### config.mk
export PLATFORM = sky130hd
export DESIGN_NAME = rv32i_issue_stage_flat
export DESIGN_NICKNAME = d
export VERILOG_FILES = /design/src/rtl/rv32i_issue_stage_if.sv /design/src/rtl/rv32i_issue_stage.sv /design/src/flat_wrapper.sv
export SDC_FILE = /design/constraint.sdc
export NUM_CORES = 2
export LEC_CHECK = 0
export BUFFER_PORTS_ARGS = -buffer_cell sky130_fd_sc_hd__buf_4
export CORE_MARGIN = 1
export CORE_UTILIZATION = 45
export DETAILED_ROUTE_END_ITERATION = 8
export PLACE_DENSITY = 0.63
export SLEW_MARGIN = 20
export SYNTH_ARGS = -nofsm -noshare
export SYNTH_HDL_FRONTEND = slang
export SYNTH_SLANG_ARGS = --single-unit
### constraint.sdc
create_clock -name clock -period 2.23 [get_ports clock]
set_input_delay 0.223 -clock clock [delete_from_list [all_inputs] [get_ports clock]]
set_output_delay 0.223 -clock clock [all_outputs]
set_load 0.03 [all_outputs]
### src/rtl/rv32i_issue_stage_if.sv
// Handshake and ALU-side bus between the instruction source, the issue stage and the ALU.
// The slave modport is the issue stage; the master modport is its environment.
interface rv32i_issue_stage_if;
  logic        instruction_valid;
  logic [31:0] instruction;
  logic        instruction_ready;
  logic        enable;
  logic [2:0]  funct3;
  logic [6:0]  funct7;
  logic [31:0] register_data_1;
  logic [31:0] register_data_2;
  logic [31:0] register_data_out;
  logic        retire_valid;
  logic [4:0]  retire_rd;
  logic [31:0] retire_data;
  logic        illegal_instruction;

  modport slave (
    input  instruction_valid, instruction, register_data_out,
    output instruction_ready, enable, funct3, funct7, register_data_1, register_data_2,
           retire_valid, retire_rd, retire_data, illegal_instruction
  );

  modport master (
    output instruction_valid, instruction, register_data_out,
    input  instruction_ready, enable, funct3, funct7, register_data_1, register_data_2,
           retire_valid, retire_rd, retire_data, illegal_instruction
  );
endinterface

### src/rtl/rv32i_issue_stage.sv
// RV32I decode / register-read / writeback stage feeding a fixed-latency ALU.
// One instruction in flight: IDLE -> EXECUTE (ALU_LATENCY cycles) -> WRITEBACK -> IDLE.
module rv32i_issue_stage #(
  parameter int unsigned ALU_LATENCY = 1
) (
  input  logic                 clock,
  input  logic                 reset_n,
  rv32i_issue_stage_if.slave   bus,
  input  logic [4:0]           debug_addr,
  output logic [31:0]          debug_data
);

  localparam int unsigned XLEN  = 32;
  localparam int unsigned NREG  = 32;
  localparam int unsigned CNT_W = 3;
  localparam logic [6:0]  OPC_OP     = 7'b0110011;
  localparam logic [6:0]  OPC_OP_IMM = 7'b0010011;

  typedef enum logic [1:0] {IDLE, EXECUTE, WRITEBACK} state_t;

  state_t           state_q, state_d;
  logic [CNT_W-1:0] cnt_q, cnt_d;
  logic [4:0]       rd_q, rd_d;
  logic [XLEN-1:0]  regs [NREG];

  logic             ready_d, enable_d, retire_valid_d, illegal_d, reg_we_c;
  logic [2:0]       funct3_d;
  logic [6:0]       funct7_d;
  logic [XLEN-1:0]  data1_d, data2_d, retire_data_d;
  logic [4:0]       retire_rd_d;

  // Decode of the word currently offered on the bus
  logic [6:0]      opcode;
  logic [4:0]      rs1, rs2, rd;
  logic [2:0]      f3;
  logic            is_op, is_op_imm;
  logic [XLEN-1:0] imm_sext, rs1_val, rs2_val;

  assign opcode    = bus.instruction[6:0];
  assign rd        = bus.instruction[11:7];
  assign f3        = bus.instruction[14:12];
  assign rs1       = bus.instruction[19:15];
  assign rs2       = bus.instruction[24:20];
  assign is_op     = (opcode == OPC_OP);
  assign is_op_imm = (opcode == OPC_OP_IMM);
  assign imm_sext  = {{20{bus.instruction[31]}}, bus.instruction[31:20]};
  assign rs1_val   = (rs1 == 5'd0) ? '0 : regs[rs1];
  assign rs2_val   = (rs2 == 5'd0) ? '0 : regs[rs2];
  assign debug_data = (debug_addr == 5'd0) ? '0 : regs[debug_addr];

  always_ff @(posedge clock or negedge reset_n) begin
    if (!reset_n) begin
      state_q <= IDLE;
      cnt_q   <= '0;
    end else begin
      state_q <= state_d;
      cnt_q   <= cnt_d;
    end
  end

  // Next state and next values of every registered output
  always_comb begin
    state_d        = state_q;
    cnt_d          = cnt_q;
    rd_d           = rd_q;
    ready_d        = bus.instruction_ready;
    enable_d       = bus.enable;
    funct3_d       = bus.funct3;
    funct7_d       = bus.funct7;
    data1_d        = bus.register_data_1;
    data2_d        = bus.register_data_2;
    retire_valid_d = 1'b0;
    retire_rd_d    = bus.retire_rd;
    retire_data_d  = bus.retire_data;
    illegal_d      = 1'b0;
    reg_we_c       = 1'b0;
    case (state_q)
      IDLE: begin
        if (bus.instruction_valid && bus.instruction_ready) begin
          if (is_op || is_op_imm) begin
            state_d  = EXECUTE;
            cnt_d    = CNT_W'(ALU_LATENCY - 1);
            rd_d     = rd;
            ready_d  = 1'b0;
            enable_d = 1'b1;
            funct3_d = f3;
            // funct7 only qualifies OP-IMM for the SRLI/SRAI pair
            funct7_d = (is_op || f3 == 3'b101) ? bus.instruction[31:25] : 7'd0;
            data1_d  = rs1_val;
            data2_d  = is_op ? rs2_val : imm_sext;
          end else begin
            illegal_d = 1'b1;
          end
        end
      end
      EXECUTE: begin
        if (cnt_q == '0) begin
          state_d  = WRITEBACK;
          enable_d = 1'b0;
        end else begin
          cnt_d = cnt_q - 1'b1;
        end
      end
      WRITEBACK: begin
        state_d        = IDLE;
        ready_d        = 1'b1;
        retire_valid_d = 1'b1;
        retire_rd_d    = rd_q;
        retire_data_d  = bus.register_data_out;
        reg_we_c       = (rd_q != 5'd0);
      end
      default: state_d = IDLE;
    endcase
  end

  always_ff @(posedge clock or negedge reset_n) begin
    if (!reset_n) begin
      rd_q                    <= '0;
      bus.instruction_ready   <= 1'b1;
      bus.enable              <= 1'b0;
      bus.funct3              <= '0;
      bus.funct7              <= '0;
      bus.register_data_1     <= '0;
      bus.register_data_2     <= '0;
      bus.retire_valid        <= 1'b0;
      bus.retire_rd           <= '0;
      bus.retire_data         <= '0;
      bus.illegal_instruction <= 1'b0;
      for (int i = 0; i < NREG; i++) regs[i] <= '0;
    end else begin
      rd_q                    <= rd_d;
      bus.instruction_ready   <= ready_d;
      bus.enable              <= enable_d;
      bus.funct3              <= funct3_d;
      bus.funct7              <= funct7_d;
      bus.register_data_1     <= data1_d;
      bus.register_data_2     <= data2_d;
      bus.retire_valid        <= retire_valid_d;
      bus.retire_rd           <= retire_rd_d;
      bus.retire_data         <= retire_data_d;
      bus.illegal_instruction <= illegal_d;
      if (reg_we_c) regs[rd_q] <= bus.register_data_out;
    end
  end

endmodule

### src/flat_wrapper.sv
// flat-port wrapper written by rule: the top's interface ports become plain ports
module rv32i_issue_stage_flat 
#(
  parameter int unsigned ALU_LATENCY = 1
)
  (clock, reset_n, debug_addr, debug_data, bus_instruction_valid, bus_instruction, bus_register_data_out, bus_instruction_ready, bus_enable, bus_funct3, bus_funct7, bus_register_data_1, bus_register_data_2, bus_retire_valid, bus_retire_rd, bus_retire_data, bus_illegal_instruction);
  rv32i_issue_stage_if bus_i ();
  input  logic clock;
  input  logic reset_n;
  input  logic [4:0] debug_addr;
  output logic [31:0] debug_data;
  input wire logic [$bits(bus_i.instruction_valid)-1:0] bus_instruction_valid;
  input wire logic [$bits(bus_i.instruction)-1:0] bus_instruction;
  input wire logic [$bits(bus_i.register_data_out)-1:0] bus_register_data_out;
  output wire logic [$bits(bus_i.instruction_ready)-1:0] bus_instruction_ready;
  output wire logic [$bits(bus_i.enable)-1:0] bus_enable;
  output wire logic [$bits(bus_i.funct3)-1:0] bus_funct3;
  output wire logic [$bits(bus_i.funct7)-1:0] bus_funct7;
  output wire logic [$bits(bus_i.register_data_1)-1:0] bus_register_data_1;
  output wire logic [$bits(bus_i.register_data_2)-1:0] bus_register_data_2;
  output wire logic [$bits(bus_i.retire_valid)-1:0] bus_retire_valid;
  output wire logic [$bits(bus_i.retire_rd)-1:0] bus_retire_rd;
  output wire logic [$bits(bus_i.retire_data)-1:0] bus_retire_data;
  output wire logic [$bits(bus_i.illegal_instruction)-1:0] bus_illegal_instruction;
  assign bus_i.instruction_valid = bus_instruction_valid;
  assign bus_i.instruction = bus_instruction;
  assign bus_i.register_data_out = bus_register_data_out;
  assign bus_instruction_ready = bus_i.instruction_ready;
  assign bus_enable = bus_i.enable;
  assign bus_funct3 = bus_i.funct3;
  assign bus_funct7 = bus_i.funct7;
  assign bus_register_data_1 = bus_i.register_data_1;
  assign bus_register_data_2 = bus_i.register_data_2;
  assign bus_retire_valid = bus_i.retire_valid;
  assign bus_retire_rd = bus_i.retire_rd;
  assign bus_retire_data = bus_i.retire_data;
  assign bus_illegal_instruction = bus_i.illegal_instruction;
  rv32i_issue_stage #(.ALU_LATENCY(ALU_LATENCY)) u_core (.clock(clock), .reset_n(reset_n), .bus(bus_i), .debug_addr(debug_addr), .debug_data(debug_data));
endmodule
==> key figures <==
Power and ir drop
  – Comb power frac: 0.144
  – VDD IR-drop max: about 0.8 mV
  – Clock Power Share: 0.442
  – Switching part of the total: 0.266
  – Switching power: roughly 14 mW
  – Register share of total power: 0.414
  – Int Power: roughly 40 mW
  – Leakage: ~35 nW
  – PD cells: 662 nW/um2

Clocking
  – Clock buffer depth: 3
  – CTS tree: done
  – Latest clock arrival within the worst-skew pair: about 0.80 ns
  – CTS HTree Levels: 4
  – CTS root buffer: clkbuf_16
  – CTS buffer count: around 140
  – CTS Sinks: 1149
  – Worst-path clk slew: approximately 0.060 ns

Detailed routing
  – DRC viols: 0
  – Routed vias/inst: approximately 6.9
  – 1st-iter DRT viols: 5532
  – WL per Instance: ~36 um
  – Routed Antenna Nets: 0
  – 1st-pass router iterations: 5
  – Final WL: 247000 um
  – DR vias: about 47k

Synthesis
  – Synthesized net count: 4384
  – Cells after Synth: about 4.3k
  – Synth cell types: between 50 and 60
  – Synth Warn #: 0
  – Post-synth EDFFs: 0
  – Post-Syn Area: around 67000 um2
  – Syn_area_per_cell: 15.4 um2
  – Async SR Flop Fraction: 1.00
  – Part of the Yosys area used for sequential elements: 0.432
  – Yosys reg bits: between 1k and 1.5k
  – Most common flop cell mapped by yosys: dfrtp_1

Setup path
  – Critical Path Start Type: flip-flop
  – CP arrival: 2.56 ns
  – Reg2reg setup slack: ~0.030 ns
  – Reg2reg path depth: 8
  – CP delay by family, top: multiplexers
  – Slowest-stage cell, CP: mux4_2
  – Crit-path most repeated cell: mux4_2
  – Critical Path Fanout Max: 4
  – Crit path required time: 2.01 ns
  – FF-to-FF Start: u_core.state_q[0]$_DFFE_PN0P_
  – Reg-to-reg endpoint: u_core.regs[611]$_DFFE_PN0P_
  – CP peak stage delay: between 0.4 and 0.5 ns
  – Critical path class: flip-flop to output pin
  – WP buf/inv: 1
  – Crit end category: output pin
  – CP cell instances: mux4_2 -> mux4_2 -> nand2_1 -> o21ai_4 -> buf_6

Timing
  – Slew margin rel.: 0.483
  – Final hold vios: 0
  – Tmin final: roughly 2.8 ns
  – Final Slew Violations: 0
  – WHS: between 0.05 and 0.06 ns
  – Final Cycle Share: 1.25
  – Clk_skew: 0.0268 ns
  – Unrepaired setup endpoints after global routing: true
  – Final Setup Violations: 32
  – Final worst slack: -0.552 ns
  – Max Fclk: 359 MHz
  – Worst-margin pin slew: around 0.77 ns

Outcome
  – Violated checks: setup timing
  – Status: finished, violations left

Min path
  – Hold_sp: bus_instruction[4]
  – Hold path endpoint: u_core.bus.illegal_instruction$_DFF_PN0_
  – WHS Path Cells: 4
  – HP Class: input pin to flip-flop

Floorplan
  – Starting Density: 0.455
  – Die width: between 300 and 400 um
  – I/O pin count: approximately 220
  – Row cnt: 140
  – Core area: 146000 um2
  – Height of the die: 386 um
  – Die Area: between 100000 and 150000 um2

Cells and area
  – Nets: a little under 5k
  – Cell area after layout: 81700 um2
  – Area grow syn2layout: 22.8%
  – Antenna diodes: 0
  – Layout cell share with drive strength beyond 1: 0.617
  – Layout fillers: around 12k

Global route
  – First-pass GRT wire length: around 350000 um
  – Pin count of the biggest net entering global routing: 89
  – Gr usage total: 0.331
  – Global route overflow: 0
  – Vias in the first global route: roughly 47k
  – Initial antenna violation count: 3

Placement
  – Post-DP Area: approximately 75000 um2
  – GP Congestion: approximately 0.90
  – IO Port Bufs: about 220
  – Detail Placement HPWL: roughly 160000 um
  – Pre-CTS setup slack: -0.252 ns

Run
  – Max-cap violations: 0
[power groups by stage]
stage	Clock [mW]	Combinational, mW	Sequential [mW]
after floorplan	0	3.87	23.0
after global placement	0	7.47	22.7
after detailed placement	0	7.52	22.7
after CTS	24.2	7.77	22.4
after global routing	25.0	8.20	22.4
final	23.9	7.81	22.4
[per-stage QoR]
step / cells / util / setup TNS (ns) / total power, mW
floorplan: 4310 / - / -0.539 / 26.8
global placement: 6408 / 0.511 / -30.70 / 30.2
detailed placement: 6408 / 0.511 / -22.79 / 30.2
CTS: 6789 / 0.555 / -17.48 / 54.3
global route: 6836 / 0.558 / -17.83 / 55.6
finish: 6836 / 0.558 / -16.22 / 54.1
[what timing repair did]
item	CTS	global route
endpoints found under the setup margin	194	192
setup buffers	85	44
cloned	2	4
pin swaps	4	9
resized for setup	81	36
hold endpoints to repair	1564	0
hold buffers	54	0
[kinds of logic (layout without fill, tap and decap cells)]
logic type,after synthesis,in the layout,synth area share
compound gates,287,287,0.0306
fa+ha+maj,2,2,0.000376
buf+inv,544,1153,0.0350
flops,1149,1149,0.432
mux,1957,1957,0.477
simple gates,371,371,0.0251
[state kept, by name, summed over array words and instances (netlist names)]
name	cells
u_core.regs	1024
u_core.bus.register_data_1	32
u_core.bus.register_data_2	32
u_core.bus.retire_data	32
u_core.bus.funct7	7
u_core.bus.retire_rd	5
u_core.rd_q	5
u_core.bus.funct3	3
u_core.cnt_q	3
u_core.state_q	2
u_core.bus.enable	1
u_core.bus.illegal_instruction	1
u_core.bus.instruction_ready	1
u_core.bus.retire_valid	1
[area by class of cell]
type | count | area (um2) | share of cell area
multi-input cells | 2617 | 36100 | 0.442
flip-flops and latches | 1149 | 28800 | 0.352
repair buffers | 875 | 9490 | 0.116
clock buffers | 196 | 4050 | 0.0495
well taps | 1917 | 2400 | 0.0294
clock inverters | 44 | 697 | 0.00853
inverters | 38 | 143 | 0.00175
[per-layer routing]
metal	vias up	part of all wire	global-route usage
li1	18200	-	-
met1	25600	0.40	0.464
met2	2858	0.45	0.492
met3	597	0.11	0.0844
met4	8	0.046	0.134
met5	-	0.00034	0
[cells in the mapped netlist, types with 5 or more instances]
cell,n,area share
mux4_2,869,0.29
o211ai_1,16,0.0018
o22ai_1,5,0.00047
mux2i_1,91,0.014
inv_1,38,0.0021
nor3_1,16,0.0012
buf_4,12,0.0014
clkbuf_1,255,0.014
buf_6,8,0.0014
nor2_1,44,0.0025
nand2b_1,10,0.00094
a211oi_1,10,0.0011
o22a_1,20,0.0026
a22oi_1,65,0.0073
buf_1,87,0.0049
a22o_1,12,0.0016
nand2_1,203,0.011
nand3b_1,5,0.00056
a2111oi_0,7,0.00092
o21ai_0,38,0.0029
nand3_1,45,0.0034
nor2b_1,13,0.0012
nor3b_1,8,0.00090
dfrtp_1,1148,0.43
nor4_1,7,0.00066
a221o_1,32,0.0048
buf_2,144,0.011
mux2_2,997,0.17
a21oi_1,65,0.0049
[placed cells by master (no fill, tap or decap), types with 32 or more instances in the layout]
master         synthesis  layout
dfrtp_1             1148    1140
dlygate4sd3_1          0      53
clkbuf_16              0     146
mux4_2               869     869
mux2i_1               91      91
a221o_1               32      32
nand2_1              203     170
buf_4                 12     576
a22oi_1               65      65
buf_6                  8      35
buf_12                 0     196
nand3_1               45      45
mux2_2               997     995
a21oi_1               65      65
[how the worst max path moves through the flow]
stage / end / from / depth (start not counted) / slack, ns
after floorplan: debug_data[10] / debug_addr[0] / 5 / -0.02
after global placement: u_core.regs[877]$_DFFE_PN0P_ / u_core.rd_q[3]$_DFFE_PN0P_ / 4 / -0.26
after detailed placement: debug_data[7] / debug_addr[0] / 8 / -0.25
after CTS: debug_data[4] / u_core.regs[36]$_DFFE_PN0P_ / 5 / -0.58
after global routing: debug_data[31] / u_core.regs[31]$_DFFE_PN0P_ / 5 / -0.60
final: debug_data[6] / u_core.regs[38]$_DFFE_PN0P_ / 5 / -0.55
[tightest hold or removal path, stage by stage]
cell and delay [ns]:
buf_4 0.12, nor2b_1 0.19, buf_4 0.17, a21oi_1 0.08
(Power assumes the default switching activity.)
